File: config.mk
export PLATFORM = sky130hd
export DESIGN_NAME = range_session_ctrl_flat
export DESIGN_NICKNAME = d
export VERILOG_FILES = /design/src/rtl/range_pkg.sv /design/src/rtl/range_session_ctrl_if.sv /design/src/rtl/idle_timer.sv /design/src/rtl/range_session_ctrl.sv /design/src/flat_wrapper.sv
export SDC_FILE = /design/constraint.sdc
export NUM_CORES = 1
export LEC_CHECK = 0
export CAP_MARGIN = 20
export CORE_ASPECT_RATIO = 1.5
export CORE_UTILIZATION = 30
export DETAILED_ROUTE_END_ITERATION = 16
export GPL_ROUTABILITY_DRIVEN = 1
export HOLD_SLACK_MARGIN = 0.05
export PLACE_DENSITY_LB_ADDON = 0.12
export SLEW_MARGIN = 20
export SYNTH_ARGS = -nofsm -noshare
export SYNTH_HDL_FRONTEND = slang
export SYNTH_SLANG_ARGS = --single-unit
File: constraint.sdc
create_clock -name clk -period 3.05 [get_ports clk]
set_input_delay 0.61 -clock clk [delete_from_list [all_inputs] [get_ports clk]]
set_output_delay 0.61 -clock clk [all_outputs]
set_load 0.1 [all_outputs]
File: src/rtl/range_pkg.sv
// Shared types and constants for the RangeFinder session controller.
package range_pkg;

    typedef enum logic [2:0] {
        StIdle,
        StFirst,
        StBody,
        StWait,
        StResult
    } state_e;

    localparam int unsigned RF_LAT_DEF  = 1;
    localparam int unsigned TIMEOUT_DEF = 255;
    localparam int unsigned MIN_COUNT   = 2;

    function automatic logic [7:0] sat_dec(input logic [7:0] v);
        return (v == 8'd0) ? 8'd0 : v - 8'd1;
    endfunction

endpackage

File: src/rtl/range_session_ctrl_if.sv
// Host stream, RangeFinder pins and result handshake of the session controller.
interface range_session_ctrl_if #(
    parameter int unsigned WIDTH = 8
);
    logic             start;
    logic [7:0]       cfg_count;
    logic [WIDTH-1:0] s_data;
    logic             s_valid;
    logic             s_ready;
    logic [WIDTH-1:0] rf_data;
    logic             rf_go;
    logic             rf_finish;
    logic [WIDTH-1:0] rf_range;
    logic             rf_error;
    logic [WIDTH-1:0] res_range;
    logic             res_error;
    logic             res_timeout;
    logic             res_valid;
    logic             res_ack;
    logic             busy;

    modport slave (
        input  start, cfg_count, s_data, s_valid, rf_range, rf_error, res_ack,
        output s_ready, rf_data, rf_go, rf_finish, res_range, res_error, res_timeout,
               res_valid, busy
    );

    modport master (
        output start, cfg_count, s_data, s_valid, rf_range, rf_error, res_ack,
        input  s_ready, rf_data, rf_go, rf_finish, res_range, res_error, res_timeout,
               res_valid, busy
    );
endinterface

File: src/rtl/idle_timer.sv
// Saturating idle counter; expire_o flags the cycle on which the count would reach LIMIT.
module idle_timer #(
    parameter int unsigned LIMIT = 255
) (
    input  logic clk,
    input  logic rst_n,
    input  logic clear_i,
    input  logic en_i,
    output logic expire_o
);
    logic [7:0] cnt_q, cnt_d;

    always_comb begin
        cnt_d = cnt_q;
        if (clear_i || !en_i) begin
            cnt_d = '0;
        end else if (cnt_q != 8'(LIMIT)) begin
            cnt_d = cnt_q + 8'd1;
        end
    end

    assign expire_o = en_i && !clear_i && (cnt_q == 8'(LIMIT - 1));

    always_ff @(posedge clk or negedge rst_n) begin
        if (!rst_n) begin
            cnt_q <= '0;
        end else begin
            cnt_q <= cnt_d;
        end
    end
endmodule

File: src/rtl/range_session_ctrl.sv
// Runs one framed RangeFinder measurement session per start and holds the result until acked.
module range_session_ctrl
    import range_pkg::*;
#(
    parameter int unsigned WIDTH   = 8,
    parameter int unsigned RF_LAT  = RF_LAT_DEF,
    parameter int unsigned TIMEOUT = TIMEOUT_DEF
) (
    input logic               clk,
    input logic               rst_n,
    range_session_ctrl_if.slave bus
);
    state_e           state_q, state_d;
    logic [7:0]       rem_q, rem_d;
    logic [1:0]       lat_q, lat_d;
    logic [WIDTH-1:0] last_q, last_d;
    logic [WIDTH-1:0] rf_data_q, rf_data_d;
    logic [WIDTH-1:0] res_range_q, res_range_d;
    logic             rf_go_q, rf_go_d;
    logic             rf_finish_q, rf_finish_d;
    logic             res_error_q, res_error_d;
    logic             res_timeout_q, res_timeout_d;
    logic             running, accept, expire;

    assign running = (state_q == StFirst) || (state_q == StBody);
    assign accept  = running && bus.s_valid;

    idle_timer #(
        .LIMIT(TIMEOUT)
    ) u_idle_timer (
        .clk     (clk),
        .rst_n   (rst_n),
        .clear_i (accept),
        .en_i    (running),
        .expire_o(expire)
    );

    always_comb begin
        state_d       = state_q;
        rem_d         = rem_q;
        lat_d         = '0;
        last_d        = last_q;
        rf_data_d     = rf_data_q;
        rf_go_d       = 1'b0;
        rf_finish_d   = 1'b0;
        res_range_d   = res_range_q;
        res_error_d   = res_error_q;
        res_timeout_d = res_timeout_q;
        unique case (state_q)
            StIdle: begin
                if (bus.start) begin
                    res_range_d   = '0;
                    res_timeout_d = 1'b0;
                    if (bus.cfg_count >= 8'(MIN_COUNT)) begin
                        rem_d       = bus.cfg_count;
                        res_error_d = 1'b0;
                        state_d     = StFirst;
                    end else begin
                        res_error_d = 1'b1;
                        state_d     = StResult;
                    end
                end
            end
            StFirst: begin
                if (accept) begin
                    rf_data_d = bus.s_data;
                    rf_go_d   = 1'b1;
                    last_d    = bus.s_data;
                    rem_d     = sat_dec(rem_q);
                    state_d   = StBody;
                end else if (expire) begin
                    res_timeout_d = 1'b1;
                    res_error_d   = 1'b1;
                    res_range_d   = '0;
                    state_d       = StResult;
                end
            end
            StBody: begin
                if (accept) begin
                    rf_data_d = bus.s_data;
                    last_d    = bus.s_data;
                    rem_d     = sat_dec(rem_q);
                    if (rem_q == 8'd1) begin
                        rf_finish_d = 1'b1;
                        state_d     = StWait;
                    end
                end else if (expire) begin
                    // Close the frame by repeating the last sample; min/max are unaffected.
                    rf_data_d     = last_q;
                    rf_finish_d   = 1'b1;
                    res_timeout_d = 1'b1;
                    state_d       = StWait;
                end
            end
            StWait: begin
                if (lat_q == 2'(RF_LAT)) begin
                    res_range_d = bus.rf_range;
                    res_error_d = bus.rf_error;
                    state_d     = StResult;
                end else begin
                    lat_d = lat_q + 2'd1;
                end
            end
            StResult: begin
                if (bus.res_ack) begin
                    state_d = StIdle;
                end
            end
            default: state_d = StIdle;
        endcase
    end

    always_ff @(posedge clk or negedge rst_n) begin
        if (!rst_n) begin
            state_q       <= StIdle;
            rem_q         <= '0;
            lat_q         <= '0;
            last_q        <= '0;
            rf_data_q     <= '0;
            rf_go_q       <= 1'b0;
            rf_finish_q   <= 1'b0;
            res_range_q   <= '0;
            res_error_q   <= 1'b0;
            res_timeout_q <= 1'b0;
        end else begin
            state_q       <= state_d;
            rem_q         <= rem_d;
            lat_q         <= lat_d;
            last_q        <= last_d;
            rf_data_q     <= rf_data_d;
            rf_go_q       <= rf_go_d;
            rf_finish_q   <= rf_finish_d;
            res_range_q   <= res_range_d;
            res_error_q   <= res_error_d;
            res_timeout_q <= res_timeout_d;
        end
    end

    assign bus.s_ready     = running;
    assign bus.rf_data     = rf_data_q;
    assign bus.rf_go       = rf_go_q;
    assign bus.rf_finish   = rf_finish_q;
    assign bus.res_range   = res_range_q;
    assign bus.res_error   = res_error_q;
    assign bus.res_timeout = res_timeout_q;
    assign bus.res_valid   = (state_q == StResult);
    assign bus.busy        = (state_q != StIdle);
endmodule

File: src/flat_wrapper.sv
// flat-port wrapper written by rule: the top's interface ports become plain ports
module range_session_ctrl_flat import range_pkg::*;
#(
    parameter int unsigned WIDTH   = 8,
    parameter int unsigned RF_LAT  = RF_LAT_DEF,
    parameter int unsigned TIMEOUT = TIMEOUT_DEF
)
  (clk, rst_n, bus_start, bus_cfg_count, bus_s_data, bus_s_valid, bus_rf_range, bus_rf_error, bus_res_ack, bus_s_ready, bus_rf_data, bus_rf_go, bus_rf_finish, bus_res_range, bus_res_error, bus_res_timeout, bus_res_valid, bus_busy);
  range_session_ctrl_if #(.WIDTH(WIDTH)) bus_i ();
  input logic clk;
  input logic rst_n;
  input wire logic [$bits(bus_i.start)-1:0] bus_start;
  input wire logic [$bits(bus_i.cfg_count)-1:0] bus_cfg_count;
  input wire logic [$bits(bus_i.s_data)-1:0] bus_s_data;
  input wire logic [$bits(bus_i.s_valid)-1:0] bus_s_valid;
  input wire logic [$bits(bus_i.rf_range)-1:0] bus_rf_range;
  input wire logic [$bits(bus_i.rf_error)-1:0] bus_rf_error;
  input wire logic [$bits(bus_i.res_ack)-1:0] bus_res_ack;
  output wire logic [$bits(bus_i.s_ready)-1:0] bus_s_ready;
  output wire logic [$bits(bus_i.rf_data)-1:0] bus_rf_data;
  output wire logic [$bits(bus_i.rf_go)-1:0] bus_rf_go;
  output wire logic [$bits(bus_i.rf_finish)-1:0] bus_rf_finish;
  output wire logic [$bits(bus_i.res_range)-1:0] bus_res_range;
  output wire logic [$bits(bus_i.res_error)-1:0] bus_res_error;
  output wire logic [$bits(bus_i.res_timeout)-1:0] bus_res_timeout;
  output wire logic [$bits(bus_i.res_valid)-1:0] bus_res_valid;
  output wire logic [$bits(bus_i.busy)-1:0] bus_busy;
  assign bus_i.start = bus_start;
  assign bus_i.cfg_count = bus_cfg_count;
  assign bus_i.s_data = bus_s_data;
  assign bus_i.s_valid = bus_s_valid;
  assign bus_i.rf_range = bus_rf_range;
  assign bus_i.rf_error = bus_rf_error;
  assign bus_i.res_ack = bus_res_ack;
  assign bus_s_ready = bus_i.s_ready;
  assign bus_rf_data = bus_i.rf_data;
  assign bus_rf_go = bus_i.rf_go;
  assign bus_rf_finish = bus_i.rf_finish;
  assign bus_res_range = bus_i.res_range;
  assign bus_res_error = bus_i.res_error;
  assign bus_res_timeout = bus_i.res_timeout;
  assign bus_res_valid = bus_i.res_valid;
  assign bus_busy = bus_i.busy;
  range_session_ctrl #(.WIDTH(WIDTH), .RF_LAT(RF_LAT), .TIMEOUT(TIMEOUT)) u_core (.clk(clk), .rst_n(rst_n), .bus(bus_i));
endmodule
==> flow_summary_export.csv <==
group,metric,value,unit
synthesis,synth.largest_area_cell,"dfrtp_1",
cells_and_area,area_growth_syn_to_layout,30.07,%
cells_and_area,n_antenna_cell,0,
sta,hold_slack,0.2492,ns
critical_path,critPathTopFamily,"flip-flops",
synthesis,synth_flop_cell,"dfrtp_1",
sta,setup_viol,0,
route,wl_met1,2.639,mm
synthesis,syn_nets,281,
route,post_drt_via_cell_ratio,4.952,
min_path,hp-class,"primary input to async pin",
sta,slew_violations,0,
synthesis,syn_area,2618,µm²
synthesis,synth_edf_count,0,
critical_path,path_buf_inv,2,
route,wl_met2,3.095,mm
synthesis,ys_warn_count,0,
critical_path,cpPeakStageDelay,0.59,ns
clock_tree,cts_buffers,5,
clock_tree,cts-resized-gates,0,
floorplan,dieArea,9110,µm²
grt,grt_pass1_wl,9.984,mm
synthesis,synth_common_cells,"49 x dfrtp_1, 25 x inv_1, 25 x mux2_2",
clock_tree,root_buffer,"clkbuf_16",
route,drt_wl_total,6.049,mm
sta,rsz0062_at_grt,"false",
run,maxCapViolations,0,
route,via_count,2055,
grt,antenna_found_initial,0,
critical_path,worstPathArrival,1.85,ns
critical_path,worstPathRequired,2.44,ns
route,first_pass_iters,4,
grt,grt_pass1_vias,2082,
clock_tree,clk_pin_slew,0.07,ns
clock_tree,clock_latency,0.29,ns
route,wl_met3,213,µm
floorplan,pin_count,53,
sta,fin_crit,2.458,ns
placed_design,dpl_cell_area,3258,µm²
clock_tree,htree_levels,2,
critical_path,r2r_end,"u_core.bus.res_range[1]$_DFFE_PN0P_",
route,routedWlPerCell,14.58,µm
critical_path,slowest_stage,"dfrtp_1",
route,drtIter0Drc,70,
route,ant_nets,0,
clock_tree,cts_setup_buffers,0,
grt,grt.total_usage,14.24,%
route,drc,0,
sta,fin_crit_sh,80.60,%
critical_path,startpoint_type,"flop",
grt,grt_start_max_net_pins,32,
route,highest_layer,"met4",
critical_path,crit_path_max_fanout,13,
cells_and_area,drive_gt1_share,24.35,%
synthesis,seq_area_frac_synth,46.85,%
sta,max_freq,406.8,MHz
clock_tree,ctsHoldBuffers,0,
floorplan,fp-row-count,41,
floorplan,start_util,31.11,%
placed_design,port_buffers,52,
sta,hold_viol,0,
floorplan,core_area,8413,µm²
synthesis,async_flop_share,100.0,%
synthesis,netlist_instances,246,
synthesis,ys_seq_elements,49,
cells_and_area,final_cell_area,3405,µm²
outcome,outcome,"finished clean",
critical_path,reg2regPathDepth,7,
critical_path,crit_chain,"xor2_1 -> nand2_1 -> inv_1 -> buf_12",
grt,gr-total-overflow,0,
synthesis,synth_cell_type_count,47,
clock_tree,clkSinkCount,49,
placed_design,gp_congestion,0.8083,
synthesis,yosysMostFrequentCell,"dfrtp_1",
critical_path,critPathCaptureType,"output port",
critical_path,critical_path_class,"flop to output port",
sta,tightest_slew,0.9096,ns
cells_and_area,nets,342,
critical_path,rr_startpoint,"u_core.u_idle_timer.cnt_q[0]$_DFFE_PN0P_",
clock_tree,cts_max_path_buffers,2,
synthesis,avgSynthCellArea,10.64,µm²
synthesis,synthTopCellsByArea,"dfrtp_1 47%, mux2_2 11%, mux2i_1 4.2%",
sta,slew_headroom,38.89,%
floorplan,die_width,78.27,µm
critical_path,r2r_slack,0.76,ns
floorplan,die_h,116.4,µm
cells_and_area,finalCoreUtilization,40.47,%
placed_design,dp_hpwl,4.462,mm
synthesis,synth_top_area_share,46.85,%
sta,skew,0.004433,ns
clock_tree,cts_tree,"done",
sta,fin_tns_setup,0,ns
-- per-stage QoR --
| step | setup slack (ns) | instances |
|---|---|---|
| global route | 0.4627 | 415 |
| finish | 0.5917 | 415 |
| floorplan | 0.4084 | 246 |
| detailed placement | 0.4038 | 407 |
| global placement | 0.4441 | 407 |
| CTS | 0.5801 | 415 |
-- cells by family after synthesis --
kind of cell             share of synthesized area, %
XOR/XNOR                                        2.008
buffers and inverters                           4.971
flip-flops                                      46.85
multiplexers                                    15.54
AO/OA/AOI/OAI                                   12.05
AND/OR/NAND/NOR                                 16.20
adder cells (fa/ha/maj)                         2.390
-- flip-flops by register name (all words and copies together) (netlist names) --
| name | count |
|---|---|
| u_core.state_q | 3 |
| u_core.bus.res_range | 8 |
| u_core.bus.rf_finish | 1 |
| u_core.bus.rf_data | 8 |
| u_core.bus.rf_go | 1 |
| u_core.rem_q | 8 |
| u_core.lat_q | 2 |
| u_core.bus.res_timeout | 1 |
| u_core.last_q | 8 |
| u_core.u_idle_timer.cnt_q | 8 |
| u_core.bus.res_error | 1 |
-- worst max-delay path by stage --
| stage | endpoint | depth (start not counted) | slack (ns) | start |
|---|---|---|---|---|
| after detailed placement | u_core.bus.res_range[1]$_DFFE_PN0P_ | 6 | 0.40 | bus_s_valid |
| after CTS | bus_s_ready | 4 | 0.58 | u_core.state_q[0]$_DFFE_PN0P_ |
| after global routing | bus_s_ready | 4 | 0.46 | u_core.state_q[0]$_DFFE_PN0P_ |
| final | bus_s_ready | 4 | 0.59 | u_core.state_q[0]$_DFFE_PN0P_ |
| after global placement | u_core.bus.res_range[2]$_DFFE_PN0P_ | 6 | 0.44 | bus_s_valid |
| after floorplan | u_core.state_q[0]$_DFFE_PN0P_ | 5 | 0.41 | u_core.state_q[0]$_DFFE_PN0P_ |
-- layout by cell type (no fill, tap or decap), types with 9 or more instances in the layout --
| cell | n |
|---|---|
| clkdlybuf4s50_1 | 28 |
| nand2_1 | 18 |
| nor3_1 | 12 |
| a211oi_1 | 9 |
| dfrtp_1 | 49 |
| buf_4 | 31 |
| inv_1 | 25 |
| mux2i_1 | 11 |
| nor2_1 | 12 |
| mux2_2 | 25 |
-- cell type report --
cell class              count  area, µm²
multi-input cells         165       1266
fillers                   873       5009
clock inverters             3      21.27
inverters                  25      93.84
flip-flops and latches     49       1226
clock buffers               5      125.1
repair buffers             61      538.0
well taps                 107      133.9
-- routing by layer --
metal  track usage (%)  vias to the layer above
li1                  -                     1009
met3             2.734                        6
met1             16.54                     1006
met5                 0                        -
met2             25.56                       34
met4             5.926                        0
Power is left out: the tool's default activity adds up to more than one toggle a clock period on the data nets, which glitch-free logic cannot reach.
